**src/rtl/mole_hit_scorer_pkg.sv**
```systemverilog
// Shared definitions for the whack-a-mole hit scorer: FSM encoding, sizes and
// saturating counter helpers.
package mole_hit_scorer_pkg;

    localparam int NUM_POS = 8;
    localparam int SCORE_W = 8;

    typedef enum logic [1:0] {
        IDLE  = 2'd0,
        UP    = 2'd1,
        FLASH = 2'd2
    } state_e;

    function automatic logic [SCORE_W-1:0] satInc(input logic [SCORE_W-1:0] v);
        return (v == {SCORE_W{1'b1}}) ? v : v + 1'b1;
    endfunction

    function automatic logic [SCORE_W-1:0] satDec(input logic [SCORE_W-1:0] v);
        return (v == {SCORE_W{1'b0}}) ? v : v - 1'b1;
    endfunction

endpackage

```
**src/rtl/mole_hit_scorer_timer.sv**
```systemverilog
// Loadable up-counter with a terminal-count flag; used for the mole lifetime
// and for the hit-confirm flash.
module mole_timer #(
    parameter int                WIDTH    = 8,
    parameter logic [WIDTH-1:0]  TERMINAL = '1
) (
    input  logic             clk_i,
    input  logic             rst_ni,
    input  logic             load_i,
    input  logic [WIDTH-1:0] load_val_i,
    input  logic             en_i,
    output logic             tc_o
);

    logic [WIDTH-1:0] count_q;
    logic [WIDTH-1:0] count_d;

    // Load wins over counting so a new phase always starts from a known value.
    always_comb begin
        count_d = count_q;
        if (load_i) begin
            count_d = load_val_i;
        end else if (en_i) begin
            count_d = count_q + 1'b1;
        end
    end

    always_ff @(posedge clk_i or negedge rst_ni) begin
        if (!rst_ni) begin
            count_q <= '0;
        end else begin
            count_q <= count_d;
        end
    end

    assign tc_o = (count_q == TERMINAL);

endmodule

```
**src/rtl/mole_hit_scorer.sv**
```systemverilog
// Whack-a-mole hit scorer: shows one mole, scores hits, counts timeouts as misses.
// Optional macro WRONG_HIT_PENALTY_EN adds a score penalty for stray hits.
module mole_hit_scorer
    import mole_hit_scorer_pkg::*;
#(
    parameter int LIFETIME_CYCLES = 100000000,
    parameter int FLASH_CYCLES    = 25000000
) (
    input  logic         CLK100MHZ,
    input  logic         CPU_RESETN,
    input  logic         game_en,
    input  logic [7:0]   positionhit,
    input  logic         spawn_valid,
    input  logic [2:0]   spawn_pos,
    output logic         spawn_ready,
    output logic [7:0]   mole_leds,
    output logic [7:0]   score,
    output logic [7:0]   miss_count,
    output logic         hit_pulse,
    output logic         miss_pulse
);

    localparam int MAX_CYC = (LIFETIME_CYCLES > FLASH_CYCLES) ? LIFETIME_CYCLES : FLASH_CYCLES;
    localparam int TIMER_W = $clog2(MAX_CYC);

    state_e               state_q, state_d;
    logic [2:0]           pos_q, pos_d;
    logic [SCORE_W-1:0]   score_q, score_d;
    logic [SCORE_W-1:0]   missCount_q, missCount_d;
    logic                 hitPulse_q, hitPulse_d;
    logic                 missPulse_q, missPulse_d;
    logic                 armed_q;
    logic                 lifeLoad, lifeTc;
    logic                 flashLoad, flashTc;
    logic                 correctHit;
    logic [NUM_POS-1:0]   moleOnehot;

    assign moleOnehot = NUM_POS'(1) << pos_q;
    assign correctHit = (state_q == UP) && positionhit[pos_q];
    // armed_q keeps spawn_ready low for the first cycle after reset release.
    assign spawn_ready = (state_q == IDLE) && game_en && armed_q;

    always_comb begin
        state_d     = state_q;
        pos_d       = pos_q;
        score_d     = score_q;
        missCount_d = missCount_q;
        hitPulse_d  = 1'b0;
        missPulse_d = 1'b0;
        lifeLoad    = 1'b0;
        flashLoad   = 1'b0;
        if (!game_en) begin
            state_d = IDLE;
        end else begin
            case (state_q)
                IDLE: begin
                    if (spawn_valid && spawn_ready) begin
                        pos_d    = spawn_pos;
                        lifeLoad = 1'b1;
                        state_d  = UP;
                    end
                end
                UP: begin
                    // A hit on the last lifetime cycle still counts as a hit.
                    if (correctHit) begin
                        state_d    = FLASH;
                        flashLoad  = 1'b1;
                        hitPulse_d = 1'b1;
                        score_d    = satInc(score_q);
                    end else if (lifeTc) begin
                        state_d     = IDLE;
                        missPulse_d = 1'b1;
                        missCount_d = satInc(missCount_q);
                    end
                end
                FLASH: begin
                    if (flashTc) begin
                        state_d = IDLE;
                    end
                end
                default: state_d = IDLE;
            endcase
`ifdef WRONG_HIT_PENALTY_EN
            if (!correctHit &&
                |(positionhit & ~((state_q == UP) ? moleOnehot : {NUM_POS{1'b0}}))) begin
                score_d     = satDec(score_q);
                missPulse_d = 1'b1;
            end
`endif
        end
    end

    always_ff @(posedge CLK100MHZ or negedge CPU_RESETN) begin
        if (!CPU_RESETN) begin
            state_q     <= IDLE;
            pos_q       <= '0;
            score_q     <= '0;
            missCount_q <= '0;
            hitPulse_q  <= 1'b0;
            missPulse_q <= 1'b0;
            armed_q     <= 1'b0;
        end else begin
            state_q     <= state_d;
            pos_q       <= pos_d;
            score_q     <= score_d;
            missCount_q <= missCount_d;
            hitPulse_q  <= hitPulse_d;
            missPulse_q <= missPulse_d;
            armed_q     <= 1'b1;
        end
    end

    mole_timer #(
        .WIDTH    (TIMER_W),
        .TERMINAL (TIMER_W'(LIFETIME_CYCLES - 1))
    ) uLifeTimer (
        .clk_i      (CLK100MHZ),
        .rst_ni     (CPU_RESETN),
        .load_i     (lifeLoad),
        .load_val_i ({TIMER_W{1'b0}}),
        .en_i       (state_q == UP),
        .tc_o       (lifeTc)
    );

    mole_timer #(
        .WIDTH    (TIMER_W),
        .TERMINAL (TIMER_W'(FLASH_CYCLES - 1))
    ) uFlashTimer (
        .clk_i      (CLK100MHZ),
        .rst_ni     (CPU_RESETN),
        .load_i     (flashLoad),
        .load_val_i ({TIMER_W{1'b0}}),
        .en_i       (state_q == FLASH),
        .tc_o       (flashTc)
    );

    assign mole_leds  = (state_q == UP)    ? moleOnehot :
                        (state_q == FLASH) ? 8'hFF      : 8'h00;
    assign score      = score_q;
    assign miss_count = missCount_q;
    assign hit_pulse  = hitPulse_q;
    assign miss_pulse = missPulse_q;

endmodule

```
**config.mk**
```make
export PLATFORM = sky130hd
export DESIGN_NAME = mole_hit_scorer
export DESIGN_NICKNAME = d
export VERILOG_FILES = /design/src/rtl/mole_hit_scorer_pkg.sv /design/src/rtl/mole_hit_scorer_timer.sv /design/src/rtl/mole_hit_scorer.sv
export SDC_FILE = /design/constraint.sdc
export NUM_CORES = 1
export LEC_CHECK = 0
export ABC_CLOCK_PERIOD_IN_PS = 4800
export CAP_MARGIN = 20
export CORE_MARGIN = 1.5
export CORE_UTILIZATION = 44
export DETAILED_ROUTE_END_ITERATION = 10
export GPL_TIMING_DRIVEN = 0
export PLACE_DENSITY = 0.74
export SYNTH_ARGS = -nofsm -noshare
export SYNTH_HDL_FRONTEND = slang
export SYNTH_SLANG_ARGS = --single-unit
```
**constraint.sdc**
```tcl
create_clock -name CLK100MHZ -period 4.8 [get_ports CLK100MHZ]
set_clock_uncertainty 0.15 [all_clocks]
set_input_delay 1.44 -clock CLK100MHZ [delete_from_list [all_inputs] [get_ports CLK100MHZ]]
set_output_delay 1.44 -clock CLK100MHZ [all_outputs]
set_load 0.005 [all_outputs]
```
## Word level (Yosys, flattened, before mapping)

Index checks and enable logic that the tools add are counted.

- Register bits after elaboration: 78
- Input port bits: 15
- Output and inout bits: 27
- Word-level logic and storage cells: 62

- Add/sub/neg operators: 4
- Magnitude comparators: 1
- Equality and inequality tests: 9
- Shifts and indexed selects: 1
- Mux-type cells: 24
- Bitwise gates (word level): 3
- Reductions and logical operators: 11

Operators with widths:

| operator | count |
|---|---|
| two-way mux 27 bit | 4 |
| adder 27 x 1 -> 27 bit, second input constant | 2 |
| == test 27 x 25 -> 1 bit, second input constant | 1 |
| == test 27 bit, second input constant | 1 |
| adder 8 x 1 -> 8 bit, second input constant | 2 |
| == test 8 bit, second input constant | 2 |
| two-way mux 8 bit | 2 |
| two-way mux 1 bit | 11 |
| two-way mux 2 bit | 5 |
| left shift 1 x 3 -> 8 bit, first input constant | 1 |
| one-hot mux 2 bit (3 select lines) | 1 |
| AND reduction 3 bit | 2 |
| AND reduction 5 bit | 1 |
| logical AND 1 bit | 4 |
| < comparator 3 x 4 -> 1 bit, second input constant | 1 |
| inequality test 4 bit, second input constant | 1 |
| AND reduction 4 bit | 1 |
| nonzero test 2 bit | 2 |
| binary-select mux 1 bit (select 3 bit) | 1 |
| inequality test 3 x 2 -> 1 bit, second input constant | 1 |
| inequality test 3 bit, second input constant | 1 |
| inverter 1 bit | 3 |
| == test 2 x 1 -> 1 bit, second input constant | 1 |
| == test 2 bit, second input constant | 1 |
| logical NOT 2 bit | 1 |

## Depth between registers and ports, before layout

Gate-level depths: netlist of the first run.

- Depth after elaboration: 8
- Gate-level depth with buffers: 7
- Mapped depth without buffers: 6

## Hierarchy

A second synthesis of the first run with hierarchy kept.

- Cell total of the unflattened synthesis: 505
- Area, all modules: 4636.9 um^2

By module, submodules not included:

| module | times used | cells each | area each (um^2) | sequential area each (um^2) |
|---|---|---|---|---|
| mole_timer (uLifeTimer) | 1 | 197 | 1669.1 | 675.6 |
| mole_timer (uFlashTimer) | 1 | 187 | 1634.1 | 675.6 |
| mole_hit_scorer | 1 | 121 | 1333.8 | 600.6 |

## Least setup slack after synthesis of the first run

No wires, ideal clock.

- Path kind: input-to-output
- From: input port game_en
- To: output port spawn_ready
- Data arrival time: 1.712 ns
- Data required time: 3.210 ns
- Slack: 1.498 ns
- Stages: 2
- Buffers on the path: 0
- Path through: nand2_1 -> nor3_1

- Cells in the longest elaborated chain, start to end: 2

Ends and longest elaborated chain:

| item | RTL line | text |
|---|---|---|
| from (decl) | mole_hit_scorer.sv:11 | `input logic game_en,` |
| logical AND 1 bit (2 in series) | mole_hit_scorer.sv:41 | `assign spawn_ready = (state_q == IDLE) && game_en && armed_q;` |
| to (decl) | mole_hit_scorer.sv:15 | `output logic spawn_ready,` |

No other way between the ends.

## Final worst setup path of the first run

Ends and elaborated chain as after synthesis.

==> impl_metrics.py, run 1 <==
metrics = {
    "outcome": {
        "outcome": "completed",
    },
    "critical_path": {
        "timing_worst_setup_path_type": "primary input to output port",
        "cp_data_arrival_time_ps": 2970,
        "critical_path.endpoint_type": "output port",
        "rrSetupSlack_ps": 2220,
        "worst_setup_path_start_kind": "primary input",
        "critical_path_peak_fanout": 5,
        "timing.critical_path.required_ps": 3210,
    },
    "floorplan": {
        "initial_utilization": 0.4605,
        "coreArea_um2": 8848,
        "fp.dieH_um": 99.24,
        "num_io_pins": 42,
        "die_boundary_width_um": 99.24,
        "floorplan.rows": 34,
        "dieArea_um2": 9848,
    },
    "synth": {
        "ys_top_cells_by_area": "sky130_fd_sc_hd__dfrtp_1, sky130_fd_sc_hd__xnor2_1, sky130_fd_sc_hd__nand4_1, sky130_fd_sc_hd__nor2_1, sky130_fd_sc_hd__xor2_1",
        "synth_top_area_frac": 0.4790,
        "synth.lib_cells_used.distinct": 50,
        "ys_async_sr_fraction": 1.000,
        "synthesis.yosys.warnings": 0,
        "syn-num-nets": 428,
        "synth-seq-cells": 78,
        "synth_area_um2": 4075,
        "synthesis.instances": 409,
        "synth.largest_area_cell": "sky130_fd_sc_hd__dfrtp_1",
        "synth_sequential_area_ratio": 0.4790,
        "synth-main-ff-cell": "sky130_fd_sc_hd__dfrtp_1",
        "synth.avg_cell_area_um2": 9.964,
        "synth-edff-count": 0,
    },
    "power_and_ir_drop": {
        "seq_power_share": 0.555,
        "p_clk_frac": 0.241,
        "p_int_w": 0.001184,
        "swShare": 0.3326,
        "netSwitchingPower_w": 0.0005898,
        "power_leakage_nw": 1.966,
        "power_density_nw_per_um2": 369.1,
        "share_comb_of_total_power": 0.204,
        "power.ir.vdd_worst_mv": 0.1914,
    },
    "clocking": {
        "cts-root-to-sink-buffers": 2,
        "cts_tree": "built",
        "clock-root-buffer": "sky130_fd_sc_hd__clkbuf_8",
        "post_cts_resize_count": 0,
        "cts-htree-levels": 3,
        "tritoncts_buffers": 9,
        "insertion_delay_ps": 360,
        "clk_transition_reported_paths_ps": 80,
        "tritoncts_num_sinks": 78,
        "cts_hold_buffers": 0,
        "cts_setup_buffers": 0,
    },
    "routing": {
        "postRouteAntennaNets": 0,
        "vias_per_cell": 5.628,
        "detail_route.drc_violations": 0,
        "postRouteWirelength_um": 8484,
        "dr.pass1.iters": 4,
        "vias": 3236,
        "avgRoutedWirePerCell_um": 14.75,
        "starting_drc_count_in_detailed_routing": 220,
    },
    "sta": {
        "finalSetupViolations": 0,
        "period_minus_slack_ps": 4560,
        "final_cycle_utilization_of_the_critical_path": 0.9499,
        "achievable-frequency_mhz": 219.3,
        "rsz0062_at_grt": "no",
        "timing_max_transition_violations_final": 0,
        "max_slew.worst_pin.slew_ps": 1017,
        "slew-limit-headroom": 0.3158,
        "hold_viol": 0,
    },
    "global_routing": {
        "grt_pass1_wl_um": 14770,
        "first_global_vias": 3100,
        "groute.usage.overall": 0.1866,
        "globalRouteOverflowTotal": 0,
        "number_of_antenna_violations_at_the_first_check_in_global_routing": 0,
        "grt_start_max_net_pins": 45,
    },
    "worst_hold_path": {
        "worst_hold_path_type": "flop to flop",
    },
    "final_layout": {
        "area_delta_synth_final_pct": 17.90,
        "postLayoutCoreUtil": 0.5430,
        "diodes": 0,
        "nNetsFinal": 481,
        "final.fill_count": 793,
        "layout-drive-gt1-share": 0.08565,
        "stdcell_count": 575,
    },
    "flow_run": {
        "max_cap_viol_count": 0,
    },
    "place": {
        "hpwl_after_dpl_um": 5941,
        "place_congestion": 0.9065,
        "place.detailed.instances": 559,
        "placement.io_buffers": 41,
    },
}
==> synth_stat cells, types with 4 or more instances <==
cell type	count
sky130_fd_sc_hd__and3_1	10
sky130_fd_sc_hd__nand3_1	25
sky130_fd_sc_hd__ha_1	4
sky130_fd_sc_hd__o21ai_0	15
sky130_fd_sc_hd__nor4_1	12
sky130_fd_sc_hd__nand4_1	31
sky130_fd_sc_hd__o31ai_1	5
sky130_fd_sc_hd__xnor2_1	31
sky130_fd_sc_hd__xor2_1	20
sky130_fd_sc_hd__dfrtp_1	78
sky130_fd_sc_hd__inv_1	4
sky130_fd_sc_hd__nor2_1	47
sky130_fd_sc_hd__mux2_4	5
sky130_fd_sc_hd__nor3_1	13
sky130_fd_sc_hd__nand2_1	30
sky130_fd_sc_hd__and4_1	11
sky130_fd_sc_hd__nand2b_1	7
sky130_fd_sc_hd__clkbuf_1	9
==> worst max-delay path: stages <==
cell and delay (ps):
sky130_fd_sc_hd__clkdlybuf4s50_1 610, sky130_fd_sc_hd__nand2_1 80, sky130_fd_sc_hd__nor3_1 260, sky130_fd_sc_hd__clkdlybuf4s50_1 580
==> cell type report <==
class / instances / area [um2] / share of cell area
Tap cell: 108 / 135.1 / 0.02813
Buffer: 16 / 78.83 / 0.01641
Multi-Input combinational cell: 310 / 2026 / 0.4216
Clock inverter: 6 / 38.79 / 0.008073
Sequential cell: 78 / 1952 / 0.4062
Clock buffer: 10 / 127.6 / 0.02656
Timing Repair Buffer: 42 / 427.9 / 0.08906
Inverter: 5 / 18.77 / 0.003906
==> cells by family after synthesis <==
group / Yosys count / synth area share
buffers and inverters: 21 / 0.02395
XOR/XNOR: 51 / 0.1096
AND/OR/NAND/NOR: 210 / 0.2849
multiplexers: 14 / 0.04544
AO/OA/AOI/OAI: 30 / 0.04391
adder cells (fa/ha/maj): 4 / 0.01228
other: 1 / 0.0009202
flip-flops: 78 / 0.4790
==> placed cells by master, fill, tap and decap left out, types with 3 or more instances in the layout <==
cell,netlist,layout
sky130_fd_sc_hd__nor4_2,3,3
sky130_fd_sc_hd__nand4_1,31,31
sky130_fd_sc_hd__nor2_1,47,47
sky130_fd_sc_hd__and4_1,11,11
sky130_fd_sc_hd__ha_1,4,4
sky130_fd_sc_hd__mux2_4,5,5
sky130_fd_sc_hd__nor3_1,13,13
sky130_fd_sc_hd__nand2b_1,7,7
sky130_fd_sc_hd__and3_1,10,10
sky130_fd_sc_hd__dfrtp_1,78,78
sky130_fd_sc_hd__nand3_1,25,25
sky130_fd_sc_hd__nand2_1,30,30
sky130_fd_sc_hd__clkbuf_1,9,10
sky130_fd_sc_hd__a21oi_1,3,3
sky130_fd_sc_hd__clkbuf_8,0,9
sky130_fd_sc_hd__xor2_1,20,20
sky130_fd_sc_hd__nor4_1,12,12
sky130_fd_sc_hd__clkinv_2,0,3
sky130_fd_sc_hd__mux2_2,3,3
sky130_fd_sc_hd__o21ai_0,15,15
sky130_fd_sc_hd__xnor2_1,31,31
sky130_fd_sc_hd__or3_1,3,3
sky130_fd_sc_hd__o31ai_1,5,5
sky130_fd_sc_hd__buf_2,3,3
sky130_fd_sc_hd__mux2_1,3,3
sky130_fd_sc_hd__clkdlybuf4s50_1,0,40
sky130_fd_sc_hd__inv_1,4,4
==> per-layer routing <==
| metal | track usage | vias to the layer above | wire (um) |
|---|---|---|---|
| met5 | 0 | - | 0 |
| met4 | 0.07801 | 0 | 156 |
| met3 | 0.03162 | 11 | 404 |
| met2 | 0.2803 | 75 | 3813 |
| met1 | 0.2685 | 1578 | 4110 |
| li1 | - | 1572 | - |
==> final timing paths <==
| path | from | cells after the start | end |
|---|---|---|---|
| setup / recovery | game_en | 4 | spawn_ready |
| hold / removal | miss_count[5] | 1 | miss_count[5] |
| setup reg to reg | uLifeTimer.count_q[18] | 6 | miss_count[6] |
| hold reg to reg | miss_count[5] | 1 | miss_count[5] |
| max in group asynchronous | CPU_RESETN | 2 | uLifeTimer.count_q[14] |
| min in group asynchronous | CPU_RESETN | 1 | score[3] |
==> state kept, by name, summed over array words and instances (netlist names) <==
register	cells
state_q	2
armed_q	1
uLifeTimer.count_q	27
miss_count	8
score	8
miss_pulse	1
pos_q	3
hit_pulse	1
uFlashTimer.count_q	27
==> through the flow <==
stage                     hold slack [ps]  setup slack [ps]  TNS [ps]  total power (W)  instance area, um2
after floorplan                     308.2              1498         0         0.001196                4075
after detailed placement            336.1             261.8         0         0.001355                4638
after CTS                           352.6             242.2         0         0.001787                4805
after global routing                378.2             73.91         0         0.001896                4805
final                               343.3             240.5         0         0.001773                4805
after global placement              331.3            -571.6    -44240         0.001329                4621
==> power by group through the flow <==
| stage | Clock (W) | Combinational, W | Sequential (W) |
|---|---|---|---|
| floorplan | 0 | 0.000247 | 0.000950 |
| global placement | 0 | 0.000347 | 0.000982 |
| detailed placement | 0 | 0.000364 | 0.000992 |
| CTS | 0.000440 | 0.000367 | 0.000981 |
| global route | 0.000471 | 0.000413 | 0.00101 |
| finish | 0.000428 | 0.000361 | 0.000984 |
No activity file was read; power rests on OpenSTA's default activity.
==> run 2: changes to the inputs <==
Settings changed: CTS_CLUSTER_SIZE set to 25.
==> results of run 2 <==
Final layout, timing and power as in run 1 (identical DEF).
